**src/rtl/mem_access_stage.sv**
```systemverilog
// EX/MEM stage register with a req/ack data-memory access controller.
// Completed instructions are presented to MEM/WB for exactly one cycle.
module mem_access_stage #(
  parameter int TIMEOUT = 16
) (
  input  logic        clk_i,
  input  logic        rst_i,
  input  logic        valid_i,
  input  logic [1:0]  WBsig_i,
  input  logic [1:0]  Msig_i,
  input  logic [31:0] ALUdata_i,
  input  logic [31:0] MemWdata_i,
  input  logic [4:0]  RDaddr_i,
  output logic        stall_o,
  output logic        mem_req_o,
  output logic        mem_we_o,
  output logic [31:0] mem_addr_o,
  output logic [31:0] mem_wdata_o,
  input  logic        mem_ack_i,
  input  logic [31:0] mem_rdata_i,
  output logic        valid_o,
  output logic [1:0]  WBsig_o,
  output logic [31:0] Memdata_o,
  output logic [31:0] ALUdata_o,
  output logic [4:0]  RDaddr_o,
  output logic [1:0]  err_o
);

  localparam int CW = (TIMEOUT > 2) ? $clog2(TIMEOUT) : 1;
  localparam logic [CW-1:0] CNT_LAST = CW'(TIMEOUT - 1);

  typedef enum logic {IDLE, ACCESS} state_t;

  state_t        state_reg, state_next;
  logic [CW-1:0] cnt_reg, cnt_next;
  logic [1:0]    err_reg, err_next;

  logic        s_valid_reg;
  logic [1:0]  s_wb_reg;
  logic [1:0]  s_m_reg;
  logic [31:0] s_alu_reg;
  logic [31:0] s_wdata_reg;
  logic [4:0]  s_rd_reg;

  logic mem_read, mem_write, memop, misaligned;
  logic in_access, last_cnt, timeout_noack, done, load_en, in_aligned_memop;

  assign mem_read   = s_m_reg[1];
  assign mem_write  = s_m_reg[0];
  assign memop      = s_valid_reg & (mem_read | mem_write);
  assign misaligned = memop & (s_alu_reg[1:0] != 2'b00);

  assign in_access     = (state_reg == ACCESS);
  assign last_cnt      = (cnt_reg == CNT_LAST);
  assign timeout_noack = in_access & last_cnt & !mem_ack_i;

  assign stall_o = in_access & !mem_ack_i & !last_cnt;
  assign load_en = !stall_o;

  // Misaligned ops complete in IDLE without ever issuing a request.
  assign in_aligned_memop = valid_i & (|Msig_i) & (ALUdata_i[1:0] == 2'b00);

  assign done = (s_valid_reg & !in_access & !memop) | misaligned
              | (in_access & mem_ack_i) | (in_access & last_cnt);

  assign mem_req_o   = in_access;
  assign mem_we_o    = in_access & mem_write & !mem_read;
  assign mem_addr_o  = s_alu_reg;
  assign mem_wdata_o = s_wdata_reg;

  assign valid_o   = done;
  assign WBsig_o   = done ? {s_wb_reg[1] & !(misaligned | timeout_noack), s_wb_reg[0]} : 2'b00;
  assign Memdata_o = (in_access & mem_ack_i & mem_read) ? mem_rdata_i : 32'h0;
  assign ALUdata_o = s_alu_reg;
  assign RDaddr_o  = s_rd_reg;
  assign err_o     = err_reg;

  always_ff @(posedge clk_i) begin
    if (rst_i) begin
      s_valid_reg <= 1'b0;
      s_wb_reg    <= 2'b00;
      s_m_reg     <= 2'b00;
      s_alu_reg   <= 32'h0;
      s_wdata_reg <= 32'h0;
      s_rd_reg    <= 5'd0;
    end else if (load_en) begin
      s_valid_reg <= valid_i;
      s_wb_reg    <= WBsig_i;
      s_m_reg     <= Msig_i;
      s_alu_reg   <= ALUdata_i;
      s_wdata_reg <= MemWdata_i;
      s_rd_reg    <= RDaddr_i;
    end
  end

  always_ff @(posedge clk_i) begin
    if (rst_i) begin
      state_reg <= IDLE;
      cnt_reg   <= '0;
      err_reg   <= 2'b00;
    end else begin
      state_reg <= state_next;
      cnt_reg   <= cnt_next;
      err_reg   <= err_next;
    end
  end

  // Every non-stalled edge reloads S, so the next state is decided by the incoming op alone.
  always_comb begin
    state_next = state_reg;
    cnt_next   = cnt_reg;
    err_next   = err_reg | {timeout_noack, misaligned};
    if (load_en) begin
      state_next = in_aligned_memop ? ACCESS : IDLE;
      cnt_next   = '0;
    end else begin
      cnt_next = cnt_reg + 1'b1;
    end
  end

endmodule

```
**config.mk**
```make
export PLATFORM = sky130hd
export DESIGN_NAME = mem_access_stage
export DESIGN_NICKNAME = d
export VERILOG_FILES = /design/src/rtl/mem_access_stage.sv
export SDC_FILE = /design/constraint.sdc
export NUM_CORES = 1
export LEC_CHECK = 0
export CORE_MARGIN = 5
export CORE_UTILIZATION = 35
export CTS_CLUSTER_DIAMETER = 150
export DETAILED_ROUTE_END_ITERATION = 10
export GPL_TIMING_DRIVEN = 0
export PLACE_DENSITY = 0.86
export SLEW_MARGIN = 10
export SYNTH_ARGS = -nofsm -noshare
export SYNTH_HDL_FRONTEND = slang
export SYNTH_SLANG_ARGS = --single-unit
```
**constraint.sdc**
```tcl
create_clock -name clk_i -period 4.1 [get_ports clk_i]
set_input_delay 1.025 -clock clk_i [delete_from_list [all_inputs] [get_ports clk_i]]
set_output_delay 1.025 -clock clk_i [all_outputs]
set_load 0.03 [all_outputs]
```
==> results of run 1 <==
-- per-layer routing --
layer	up-vias	wire length, µm	global-route usage [%]	share of wire, %
li1	1841	-	-	-
met1	1722	5080	19.5	39
met2	148	6610	31.8	51
met3	27	1100	7.21	8.4
met4	0	299	6.02	2.3
met5	-	0	0	0
-- metrics by stage --
stage / worst slack (ns) / util (%) / hold slack (ns) / std cells
global route: 0.0434 / 62.0 / 0.491 / 830
detailed placement: 0.0105 / 59.1 / 0.444 / 816
floorplan: 1.33 / - / 0.430 / 425
finish: 0.122 / 62.0 / 0.450 / 830
global placement: 0.0712 / 59.1 / 0.439 / 816
CTS: 0.00893 / 61.9 / 0.450 / 830
-- critical path: cells and delay by family --
| kind | cells | cell delay [ns] |
|---|---|---|
| buffers and inverters | 3 | 1.45 |
| and+or+nand+nor | 2 | 0.48 |
-- logic make-up after synthesis --
| family | Yosys count | share of synthesized area, % |
|---|---|---|
| buffers and inverters | 64 | 10.5 |
| flip-flops | 81 | 39.6 |
| AO/OA/AOI/OAI | 7 | 1.07 |
| AND/OR/NAND/NOR | 196 | 30.0 |
| multiplexers | 74 | 18.1 |
| XOR/XNOR | 2 | 0.428 |
| adder cells (fa/ha/maj) | 1 | 0.306 |
-- layout make-up --
cell class | count | area share (%)
tap | 143 | 2.53
clock inverter | 3 | 0.920
inverter | 4 | 0.212
clock buffer | 11 | 3.57
multi-input combinational | 280 | 28.9
buffer | 60 | 5.89
timing repair buffer | 248 | 35.1
sequential | 81 | 22.9
-- report_power, final --
group	internal, mW	leakage (nW)	switching [mW]
registers	0.832	0.673	0.0312
logic	0.270	1.81	0.230
clock network	0.559	0.157	0.303
total	1.66	2.64	0.565
-- cells in the mapped netlist (all sizes together) (2+ instances only) --
| cell | count | share of area [%] |
|---|---|---|
| and3 | 2 | 0.31 |
| nor2 | 3 | 0.28 |
| mux2i | 74 | 18 |
| a31oi | 2 | 0.31 |
| nand2b | 148 | 23 |
| nor3 | 3 | 0.37 |
| nand2 | 2 | 0.18 |
| clkbuf | 20 | 1.8 |
| buf | 40 | 8.3 |
| nand3 | 2 | 0.24 |
| and2 | 32 | 4.9 |
| a21oi | 3 | 0.37 |
| inv | 4 | 0.37 |
| dfxtp | 81 | 40 |
-- worst max path at each step --
| stage | start | end | slack (ns) | depth (start not counted) |
|---|---|---|---|---|
| 2_1_floorplan | mem_ack_i | Memdata_o[0] | 1.33 | 3 |
| 3_3_place_gp | mem_ack_i | Memdata_o[11] | 0.07 | 5 |
| 3_5_place_dp | mem_ack_i | Memdata_o[11] | 0.01 | 5 |
| 4_1_cts | mem_ack_i | Memdata_o[11] | 0.009 | 5 |
| 5_1_grt | mem_ack_i | Memdata_o[11] | 0.04 | 5 |
| 6_report | mem_ack_i | Memdata_o[11] | 0.12 | 5 |
-- cell usage in the layout (no fill, tap or decap), drive strengths merged, types with 3 or more instances in the layout --
cell / netlist / routed
clkdlybuf4s50: 0 / 248
nand2b: 148 / 148
dfxtp: 81 / 81
mux2i: 74 / 74
buf: 40 / 40
and2: 32 / 32
clkbuf: 20 / 31
inv: 4 / 4
a21oi: 3 / 3
nor2: 3 / 3
nor3: 3 / 3
==> impl_metrics.env, run 1 <==
export IMPL_status="complete, no violations"
export IMPL_final_seq_area_um2=1620
export IMPL_drv_slew=0
export IMPL_critPathRequiredTime_ns=3.07
export IMPL_ir_worst_vdd_v=0.000166
export IMPL_worst_setup_path_type="primary input to output pin"
export IMPL_finalCriticalPeriod_ns=3.98
export IMPL_worstPathCellList="clkdlybuf4s50_1 -> and3_1 -> clkbuf_2 -> and2_1 -> clkdlybuf4s50_1"
export IMPL_grt_max_degree=13
export IMPL_multi_input_area_um2=2040
export IMPL_cts_setup_buffers=0
export IMPL_ant_nets=0
export IMPL_nNetsFinal=794
export IMPL_clock_sinks=81
export IMPL_drive_above_1_share_pct=8.59
export IMPL_worstSetupStartpointType="primary input"
export IMPL_period_share_pct=97.0
export IMPL_ios=250
export IMPL_routed_via_count=3738
export IMPL_seq_area_frac_synth_pct=39.6
export IMPL_tightest_slew_ns=0.584
export IMPL_grt_pass1_wl_mm=20.6
export IMPL_path_clk_slew_ns=0.06
export IMPL_finalSetupViolations=0
export IMPL_ys_flop_type="dfxtp_1"
export IMPL_crit_top_cell="clkdlybuf4s50_1"
export IMPL_area_growth_pct=72.9
export IMPL_rsz0062_at_grt="false"
export IMPL_dieHeight_um=118
export IMPL_cts_resized_gates=0
export IMPL_track_usage_pct=18.0
export IMPL_timing_rr_end="ALUdata_o[29]"
export IMPL_hold_depth=2
export IMPL_overflow=0
export IMPL_r2r_start="cnt_reg[0]"
export IMPL_cts_max_path_buffers=2
export IMPL_postPlaceCellArea_um2=6750
export IMPL_worstPathArrival_ns=2.95
export IMPL_worstSetupEndpointType="output pin"
export IMPL_hp_start="err_o[0]"
export IMPL_synth_cell_area_um2=4090
export IMPL_syn_nets=535
export IMPL_fmax_mhz=251
export IMPL_firstDrtPassIters=4
export IMPL_synthDistinctLibCells=26
export IMPL_hold_end="err_o[0]"
export IMPL_io_buffer_count=248
export IMPL_slew_headroom_pct=61.1
export IMPL_drt_iter0_markers=174
export IMPL_synth_edf_count=0
export IMPL_final_area_um2=7070
export IMPL_syn_area_per_cell_um2=9.63
export IMPL_root_buffer="clkbuf_16"
export IMPL_routed_via_density=4.50
export IMPL_slowest_delay_ns=0.70
export IMPL_start_util_pct=35.8
export IMPL_ys_ff_latch=81
export IMPL_max_cap_viol_count=0
export IMPL_worst_r2r_setup_slack_ns=2.38
export IMPL_rows=39
export IMPL_grt_pass1_vias=4007
export IMPL_path_max_fanout=10
export IMPL_cts_max_level=3
export IMPL_hold_viol_final=0
export IMPL_power_leakage_nw=2.64
export IMPL_async_flop_share_pct=0
export IMPL_insertion_delay_ns=0.32
export IMPL_core_area_um2=11400
export IMPL_dieArea_um2=14000
export IMPL_die_w_um=118
export IMPL_drt_total_wl_mm=13.1
export IMPL_gp_congestion=0.866
export IMPL_finalPower_mw=2.22
export IMPL_reg2regPathDepth=7
export IMPL_cts_tree="done"
export IMPL_hold_path_class="flip-flop to flip-flop"
export IMPL_postCtsHoldBufs=0
export IMPL_antenna_found_initial=0
export IMPL_p_per_area_nw_per_um2=314
export IMPL_synth_warnings=0
export IMPL_numCtsBuffers=9
export IMPL_fillers=980
export IMPL_fin_setup_tns_ns=0
export IMPL_dp_hpwl_mm=10.7
export IMPL_cp_slowest_cell="clkdlybuf4s50_1"
export IMPL_diodes=0
export IMPL_wl_per_cell_um=15.8
export IMPL_synthCells=425
export IMPL_fin_worst_skew_ns=0.00439
export IMPL_drc=0
No activity file was read; power rests on OpenSTA's default activity.
==> run 2, diff against run 1 <==
CTS_CLUSTER_SIZE = 14   (was not set)
TNS_END_PERCENT = 1   (was not set)
==> impl_metrics.env, run 2 (same netlist as run 1, synthesis figures left out) <==
export IMPL_r2r_start="cnt_reg[0]"
export IMPL_hold_end="err_o[0]"
export IMPL_timing_rr_end="ALUdata_o[29]"
export IMPL_ir_worst_vdd_v=0.000166
export IMPL_period_share_pct=97.6
export IMPL_nNetsFinal=794
export IMPL_critPathRequiredTime_ns=3.07
export IMPL_grt_pass1_wl_mm=20.6
export IMPL_dp_hpwl_mm=10.7
export IMPL_routed_via_count=3747
export IMPL_worst_setup_path_type="primary input to output pin"
export IMPL_slowest_delay_ns=0.68
export IMPL_worstPathCellList="clkdlybuf4s50_1 -> and3_1 -> buf_1 -> and2_1 -> clkdlybuf4s50_1"
export IMPL_hold_depth=2
export IMPL_cp_slowest_cell="clkdlybuf4s50_1"
export IMPL_gp_congestion=0.866
export IMPL_drive_above_1_share_pct=8.30
export IMPL_area_growth_pct=72.8
export IMPL_worstPathArrival_ns=2.98
export IMPL_wl_per_cell_um=15.8
export IMPL_root_buffer="clkbuf_16"
export IMPL_max_cap_viol_count=0
export IMPL_power_leakage_nw=2.63
export IMPL_grt_pass1_vias=4007
export IMPL_finalPower_mw=2.22
export IMPL_fillers=979
export IMPL_path_max_fanout=10
export IMPL_cts_tree="done"
export IMPL_crit_top_cell="clkdlybuf4s50_1"
export IMPL_fmax_mhz=250
export IMPL_diodes=0
export IMPL_drv_slew=0
export IMPL_core_area_um2=11400
export IMPL_final_seq_area_um2=1620
export IMPL_clock_sinks=81
export IMPL_cts_max_level=3
export IMPL_hold_viol_final=0
export IMPL_ant_nets=0
export IMPL_firstDrtPassIters=4
export IMPL_routed_via_density=4.51
export IMPL_slew_headroom_pct=61.1
export IMPL_ios=250
export IMPL_drc=0
export IMPL_cts_setup_buffers=0
export IMPL_worstSetupStartpointType="primary input"
export IMPL_stdcell_count=830
export IMPL_drt_total_wl_mm=13.1
export IMPL_insertion_delay_ns=0.32
export IMPL_grt_max_degree=13
export IMPL_track_usage_pct=18.0
export IMPL_hold_path_class="flip-flop to flip-flop"
export IMPL_tightest_slew_ns=0.584
export IMPL_dieArea_um2=14000
export IMPL_numCtsBuffers=9
export IMPL_multi_input_area_um2=2040
export IMPL_worst_r2r_setup_slack_ns=2.38
export IMPL_finalSetupViolations=0
export IMPL_final_core_utilization_pct=61.9
export IMPL_rows=39
export IMPL_hp_start="err_o[0]"
export IMPL_cts_max_path_buffers=2
export IMPL_p_per_area_nw_per_um2=315
export IMPL_final_cell_mix="248 x clkdlybuf4s50_1, 148 x nand2b_1, 81 x dfxtp_1, 74 x mux2i_1, 34 x buf_4"
export IMPL_antenna_found_initial=0
export IMPL_path_clk_slew_ns=0.06
export IMPL_final_common_cell="clkdlybuf4s50_1"
export IMPL_reg2regPathDepth=7
export IMPL_rsz0062_at_grt="true"
export IMPL_worstSetupEndpointType="output pin"
export IMPL_die_w_um=118
export IMPL_io_buffer_count=248
export IMPL_start_util_pct=35.8
export IMPL_finalCriticalPeriod_ns=4.00
export IMPL_drt_iter0_markers=186
export IMPL_dieHeight_um=118
export IMPL_dp_cells=816
export IMPL_overflow=0
export IMPL_status="complete, no violations"
export IMPL_fin_worst_skew_ns=0.00452
[run 2: changes by cell type in the layout (fill, tap and decap cells not counted), sizes merged]
cell    before  now
buf         40   41
clkbuf      31   30
[run 2: layout make-up]
cell class / instances / area share [%]
Timing Repair Buffer: 248 / 35.1
Buffer: 60 / 5.86
Tap cell: 143 / 2.53
Inverter: 4 / 0.212
Clock inverter: 3 / 0.920
Multi-Input combinational cell: 280 / 28.9
Clock buffer: 11 / 3.57
Sequential cell: 81 / 22.9
[run 2: metal layers]
layer	share of wire [%]	vias up	GRT usage [%]	wire length, µm
met5	0	-	0	0
met4	2.3	0	6.02	299
met2	51	146	31.8	6620
met3	8.3	27	7.21	1090
li1	-	1841	-	-
met1	39	1733	19.5	5090
[run 2: worst max-delay path: cells and delay by family]
kind          cells  cell delay, ns
simple gates      2            0.45
buf+inv           3            1.51
[run 2: worst max-delay path by stage]
stage                     slack (ns)       from  cells past startpoint       endpoint
final                            0.1  mem_ack_i                      5   Memdata_o[4]
after global routing           -0.02  mem_ack_i                      5  Memdata_o[26]
after CTS                      0.009  mem_ack_i                      5  Memdata_o[11]
after detailed placement        0.01  mem_ack_i                      5  Memdata_o[11]
after global placement          0.07  mem_ack_i                      5  Memdata_o[11]
after floorplan                 1.33  mem_ack_i                      3   Memdata_o[0]
[run 2: power by group]
group | total [mW] | switching, mW | internal (mW)
sequential | 0.863 | 0.0312 | 0.832
clock | 0.862 | 0.303 | 0.559
combinational | 0.500 | 0.230 | 0.270
total | 2.22 | 0.565 | 1.66
[run 2: stage by stage]
| stage | hold WS (ns) | instance area (µm²) | setup slack [ns] | setup TNS (ns) |
|---|---|---|---|---|
| CTS | 0.450 | 7070 | 0.00893 | 0 |
| global route | 0.491 | 7070 | -0.0241 | -0.0292 |
| finish | 0.450 | 7070 | 0.0973 | 0 |
| global placement | 0.439 | 6750 | 0.0712 | 0 |
| floorplan | 0.430 | 4090 | 1.33 | 0 |
| detailed placement | 0.444 | 6750 | 0.0105 | 0 |
[run 2: timing repair]
action / CTS / global route
setup endpoints to repair: 0 / 11
hold buffers: 0 / 0
hold endpoints to repair: 0 / 0
gates resized for setup: 0 / 3
==> variant (flow settings as in run 1) <==
`TIMEOUT`: 16 -> 8.
--- a/src/rtl/mem_access_stage.sv
+++ b/src/rtl/mem_access_stage.sv
@@ -1,7 +1,7 @@
 // EX/MEM stage register with a req/ack data-memory access controller.
 // Completed instructions are presented to MEM/WB for exactly one cycle.
 module mem_access_stage #(
-  parameter int TIMEOUT = 16
+  parameter int TIMEOUT = 8
 ) (
   input  logic        clk_i,
   input  logic        rst_i,
Behaviour: not the same (a bounded check fails within 10 cycles, from zero or initial values and one cycle with rst_i high).
==> variant against run 1 <==
Clock power fell by 33%. Synthesized cell count fell by 1.2%. Cell count shrank 4.2%. Worst setup slack lost 0.0045 ns. Sequential cell count decreased by 1. Design area fell by 14%. Via count shrank 3.9%. Total power down 16%. Wire length fell by 9.2%. Synthesized area decreased by 19%.
==> variant: results (changes against run 1) <==
GRT
  – Number of global-route vias before repair: 3645 (-9.0%)
  – Maximum number of pins on one net before global-route repair: 15 (+2)
  – Met2 demand-to-capacity share in global routing: 37.00% (+5.2 points)
  – Met3 demand-to-capacity share in global routing: 6.261% (-0.95 points)

Yosys
  – Synth cell count leaders: nand2_1 (150), dfxtp_1 (80), a21oi_1 (75), and2_1 (33), buf_4 (32)
  – Sequential fraction of the synthesis area: 48.61% (+9.0 points)
  – Synth Area per Inst: 7.844 µm² (-19%)

STA
  – Skew final: 0.01124 ns (+0.006846 ns)
  – Transition time of the tightest slew-check pin: 0.4750 ns (-0.1089 ns)
  – Final hold slack: 0.4383 ns (-0.01212 ns)
  – Final worst slack: 0.1177 ns (-0.004453 ns)

Placed design
  – Dpl hpwl: 9.772 mm (-8.5%)
  – GPL Wtd Cong: 0.7647 (-12%)

Setup path
  – R2R Setup Slk: 2.17 ns (-0.21 ns)
  – Arrival time worst endpoint: 2.96 ns (about the same)
  – Capture instance of the worst register-to-register path: mem_wdata_o[15]$_SDFFE_PP0N_
  – R2R depth: 8 (+1)

Routing
  – Routed wire length: 11.89 mm (-9.2%)
  – Routed vias: 3594 (-3.9%)
  – Avg Vias per Cell: 4.521 (+0.38%)

Hold path
  – Hold path cells: 1 (-1)

Layout
  – Number of nets in the layout: 790 (-0.50%)

Clocking
  – Clock insertion delay at the later pin of the skew report: 0.34 ns (+0.02 ns)
  – Clock root buffer: clkbuf_8

Outcome
  – Outcome: finished clean
## variant: metal layers
layer / vias to the layer above / part of all wire, %
li1: 1820 / -
met1: 1629 / 39
met2: 133 / 52
met3: 12 / 8.2
met4: 0 / 1.2
met5: - / 0
## variant: kinds of logic (layout without fill, tap and decap cells)
kind of cell	after synthesis	after routing	synth area share, %
AND/OR/NAND/NOR	194	194	25.56
AO/OA/AOI/OAI	80	80	12.50
flip-flops	80	80	48.61
buffers and inverters	64	328	12.57
adder cells (fa/ha/maj)	2	2	0.7595
## variant: layout make-up
class | count | area (µm²)
Buffer | 61 | 404.1
Clock buffer | 10 | 127.6
Clock inverter | 6 | 67.56
Fill cell | 766 | 3080
Inverter | 3 | 12.51
Multi-Input combinational cell | 276 | 1279
Sequential cell | 80 | 1602
Tap cell | 111 | 138.9
Timing Repair Buffer | 248 | 2485
## variant: report_power, final
| part | internal [µW] | switching, µW |
|---|---|---|
| sequential | 820 | 29.8 |
| clock | 284 | 290 |
| combinational | 234 | 215 |
| total | 1340 | 535 |
## variant: worst max path at each step
| stage | from | to | cells after the start |
|---|---|---|---|
| floorplan | mem_ack_i | WBsig_o[0] | 3 |
| global placement | mem_ack_i | stall_o | 6 |
| detailed placement | mem_ack_i | stall_o | 6 |
| CTS | mem_ack_i | stall_o | 6 |
| global route | mem_ack_i | Memdata_o[22] | 5 |
| finish | mem_ack_i | Memdata_o[20] | 5 |
## variant: critical path, stage by stage
cell	delay (ns)
clkdlybuf4s50_1	0.53
and3_1	0.27
clkbuf_1	0.28
and2_1	0.19
clkdlybuf4s50_1	0.67
## variant: through the flow
| step | total power [µW] | utilization (%) |
|---|---|---|
| 2_1_floorplan | 1072 | - |
| 3_3_place_gp | 1311 | 64.33 |
| 3_5_place_dp | 1320 | 64.33 |
| 4_1_cts | 1895 | 66.45 |
| 5_1_grt | 1961 | 66.50 |
| 6_report | 1873 | 66.50 |
